File: src/rtl/mem_port_arbiter.sv
// mem_port_arbiter: alternating instruction/data arbiter for one shared fixed-latency memory port
module mem_port_arbiter #(
  parameter int MEM_LATENCY = 2,
  parameter bit D_FIRST = 1'b1
) (
  input  logic        clk,
  input  logic        reset_n,
  input  logic        i_req,
  input  logic [15:0] i_addr,
  output logic        i_ready,
  output logic [15:0] i_rdata,
  input  logic        d_req,
  input  logic        d_we,
  input  logic [15:0] d_addr,
  input  logic [15:0] d_wdata,
  output logic        d_ready,
  output logic [15:0] d_rdata,
  output logic [15:0] mem_addr,
  output logic [15:0] mem_wdata,
  output logic        mem_readM,
  output logic        mem_writeM,
  input  logic [15:0] mem_rdata,
  output logic        busy,
  output logic [15:0] i_wait_cycles
);
  typedef enum logic [1:0] {IDLE, I_ACC, D_ACC} state_t;
  localparam logic [3:0] LAST = 4'(MEM_LATENCY - 1);
  state_t state;
  logic [3:0] cnt;
  logic [15:0] addr_q, wdata_q;
  logic we_q, done, grant_i, grant_d;
  assign busy = state != IDLE;
  assign i_ready = state == I_ACC && cnt == LAST;
  assign d_ready = state == D_ACC && cnt == LAST;
  assign done = i_ready || d_ready;
  assign i_rdata = i_ready ? mem_rdata : '0;
  assign d_rdata = d_ready && !we_q ? mem_rdata : '0;
  assign mem_addr = busy ? addr_q : '0;
  assign mem_readM = state == I_ACC || (state == D_ACC && !we_q);
  assign mem_writeM = state == D_ACC && we_q;
  assign mem_wdata = mem_writeM ? wdata_q : '0;
  // the side completing this cycle can never win the next grant
  always_comb begin
    grant_d = busy ? state == I_ACC && i_ready && d_req : d_req && (D_FIRST || !i_req);
    grant_i = busy ? state == D_ACC && d_ready && i_req : i_req && !(D_FIRST && d_req);
  end
  always_ff @(posedge clk) begin
    if (!reset_n) begin
      state <= IDLE;
      cnt <= '0;
      addr_q <= '0;
      wdata_q <= '0;
      we_q <= 1'b0;
      i_wait_cycles <= '0;
    end else begin
      if (grant_d) begin
        state <= D_ACC;
        cnt <= '0;
        addr_q <= d_addr;
        wdata_q <= d_wdata;
        we_q <= d_we;
      end else if (grant_i) begin
        state <= I_ACC;
        cnt <= '0;
        addr_q <= i_addr;
        we_q <= 1'b0;
      end else if (done) begin
        state <= IDLE;
        cnt <= '0;
      end else if (busy) cnt <= cnt + 4'd1;
      if (i_req && !i_ready && i_wait_cycles != 16'hFFFF) i_wait_cycles <= i_wait_cycles + 16'd1;
    end
  end
endmodule

File: config.mk
export PLATFORM = sky130hd
export DESIGN_NAME = mem_port_arbiter
export DESIGN_NICKNAME = d
export VERILOG_FILES = /design/src/rtl/mem_port_arbiter.sv
export SDC_FILE = /design/constraint.sdc
export NUM_CORES = 1
export LEC_CHECK = 0
export CAP_MARGIN = 20
export CORE_ASPECT_RATIO = 0.9
export CORE_UTILIZATION = 37
export CTS_BUF_LIST = sky130_fd_sc_hd__clkbuf_8
export CTS_CLUSTER_DIAMETER = 40
export DETAILED_ROUTE_END_ITERATION = 7
export PLACE_DENSITY = 0.9
export SLEW_MARGIN = 20
export SYNTH_ARGS = -nofsm -noshare
export SYNTH_HDL_FRONTEND = slang
export SYNTH_SLANG_ARGS = --single-unit
File: constraint.sdc
create_clock -name clk -period 2.05 [get_ports clk]
set_clock_uncertainty 0.1 [all_clocks]
set_input_delay 0.41 -clock clk [delete_from_list [all_inputs] [get_ports clk]]
set_output_delay 0.41 -clock clk [all_outputs]
set_load 0.02 [all_outputs]
==> flow_summary.ini <==
[power]
p_leak_nw = 2.11
ir_drop_mv = 0.477
power.density_nw_per_um2 = 550
power.total_mw = 2.81

[logic_synthesis]
synth_edf_count = 0
synthTopCellsByArea = dfxtp_1 37%, and2_1 13%, nand2_1 9.9%
synthTopCellsByCount = 79 x nand2_1, 64 x and2_1, 55 x dfxtp_1
synth-seq-cells = 55
netlist_instances = 388
async_flop_share_pct = 0
netlist.area_leader.share_pct = 36.7
ys_types = 46
yosys_warnings = 0
synth_ff_type = dfxtp_1
yosysSeqAreaShare_pct = 36.7
synth_nets = 460
yosysMostFrequentCell = nand2_1
yosysTopAreaCell = dfxtp_1
syn_area_sq_um = 3000
avgSynthCellArea_sq_um = 7.73

[clock_network]
clk_latency_ns = 0.32
cts_hold_buf = 0
cts_buffers = 5
cts-root-buf = clkbuf_8
worst_setup_hold_path_clk_slew_ns = 0.11
cts_buffer_depth = 2
cts_tree = built
clkSinkCount = 55
htree_levels = 2

[sta]
hold_slack_ns = 0.356
setup_ws_ns = -0.283
hold_violations = 0
period_minus_slack_ns = 2.33
max_slew.worst_pin.slew_ns = 0.488
fin_crit_sh_pct = 114
setup_violations = 34
grt_setup_unrepaired = true
fmax_ghz = 0.429
slew_headroom_pct = 67.4
slew_violations = 0

[setup_path]
worstPathArrival_ns = 1.82
path_class = reg -> out
crit_family = simple AND/OR/NAND/NOR gates
worst-path-buf-inv = 3
critPathMaxFanout = 8
cp-start-kind = flop
r2r_slack_ns = 0.04
cp-end-kind = output pin
cp.required_ns = 1.54
cp_slowest_stage_delay_ns = 0.34
crit_chain = inv_2, ha_4, nor3b_4, nand3_2, nor2_4, clkbuf_16, and2_4, buf_6
cp_slowest_cell = dfxtp_2

[detailed_routing]
viasPerCell = 5.29
drtPass1Iterations = 4
drtAntennaViolNets = 0
first_iter_violations = 128
remaining_drc_errors = 0
vias = 3495
wl_microns = 10700
wl_per_cell_microns = 16.2

[layout]
area_growth_pct = 70.4
final_net_count = 636
antennaDiodeCount = 0
drive_gt1_share_pct = 31.5
n_fill_cell = 599

[placed_design]
globalplace.congestion = 0.865
place_hpwl_microns = 7560
place.port_buffers = 153

[global_routing]
grt_pass1_wl_microns = 16500
grt_pass1_vias = 3428
grt_overflow = 0
antenna_found_initial = 0
grt_start_max_net_pins = 32
grt_usage_pct = 24.3

[worst_hold_path]
hold_class = reg -> reg

[die]
core_sq_um = 7690
start_util_pct = 39.0
die_w_microns = 96.9
num_io_pins = 154
dieArea_sq_um = 8470
rows = 30
die_h_microns = 87.4

[outcome]
outcome = complete, but fails checks
violations = setup timing

[job]
maxCapViolCount = 0
==> kinds of logic (layout without fill, tap and decap cells) <==
family	Yosys count	count (layout)	synth area share, %
AOI/OAI and AO/OA	90	91	19.6
adders and majority gates	3	3	1.25
DFF	55	55	36.7
muxes	2	2	0.667
buffers and inverters	37	212	6.21
and+or+nand+nor	198	199	34.7
xor gates and xnor gates	3	3	0.876
==> sequential cells by signal, summed over array words and instances (netlist names) <==
register / flops
addr_q: 16
we_q: 1
cnt: 4
wdata_q: 16
state: 2
i_wait_cycles: 16
==> layer usage <==
layer | wire length, microns | GRT usage, % | up-vias
li1 | - | - | 1704
met4 | 169 | 6.51 | 0
met3 | 774 | 5.78 | 14
met1 | 4340 | 28.4 | 1631
met2 | 5440 | 44.7 | 146
met5 | 0 | 0 | -
==> area by class of cell <==
cell class	count	area, sq um	share of cell area (%)
inverters	7	26.3	0.514
flip-flops and latches	55	1110	21.7
repair buffers	197	1880	36.7
multi-input cells	298	1880	36.8
well taps	96	120	2.35
clock buffers	5	68.8	1.35
clock inverters	3	31.3	0.612
==> cell usage in the layout, fill, tap and decap left out, drive strengths merged, types with 2 or more instances in the layout <==
cell type	count
buf	95
clkdlybuf4s50	84
nand2	79
and2	64
dfxtp	55
a21oi	30
o31ai	25
a31oi	17
clkbuf	12
or4	11
nor2	10
clkdlybuf4s15	9
inv	9
nand3	8
o21ai	7
nand4	4
or2	4
and4	3
nor4	3
ha	3
o211ai	3
and3	2
or3	2
mux2i	2
o41ai	2
xor2	2
dlygate4sd2	2
or3b	2
o21ba	2
==> stage by stage <==
step	TNS (ns)	cells	instance area (sq um)	util, %	setup WS, ns
after global routing	-11.40	661	5110	66.5	-0.362
after global placement	-14.72	646	4880	63.4	-0.414
final	-8.25	661	5110	66.5	-0.283
after CTS	-7.10	658	5060	65.8	-0.243
after detailed placement	-17.36	646	4880	63.4	-0.480
after floorplan	0	388	3050	-	0.00683
==> final timing paths <==
path	start	end	depth (start not counted)
worst max-delay path	cnt[1]	d_rdata[11]	8
worst min-delay path	wdata_q[3]	wdata_q[3]	2
worst max register to register	cnt[1]	i_wait_cycles[3]	7
worst min register to register	wdata_q[3]	wdata_q[3]	2
==> worst reg2reg max path: stages (launching register included) <==
cell     delay [ns]
dfxtp_2        0.35
inv_2          0.04
ha_4           0.16
or3b_4         0.25
buf_4          0.18
o21ai_1        0.14
or4_1          0.54
a21oi_1        0.18
==> report_power, final <==
part	switching [mW]	total, mW	internal (mW)
Clock	0.405	0.666	0.261
Sequential	0.0562	1.22	1.17
Combinational	0.472	0.923	0.451
==> what timing repair did <==
action | CTS | global route
pin swaps | 5 | 10
setup buffers | 2 | 2
cloned | 2 | 1
endpoints found under the setup margin | 73 | 57
gates resized for setup | 340 | 33
(Power assumes the default switching activity.)
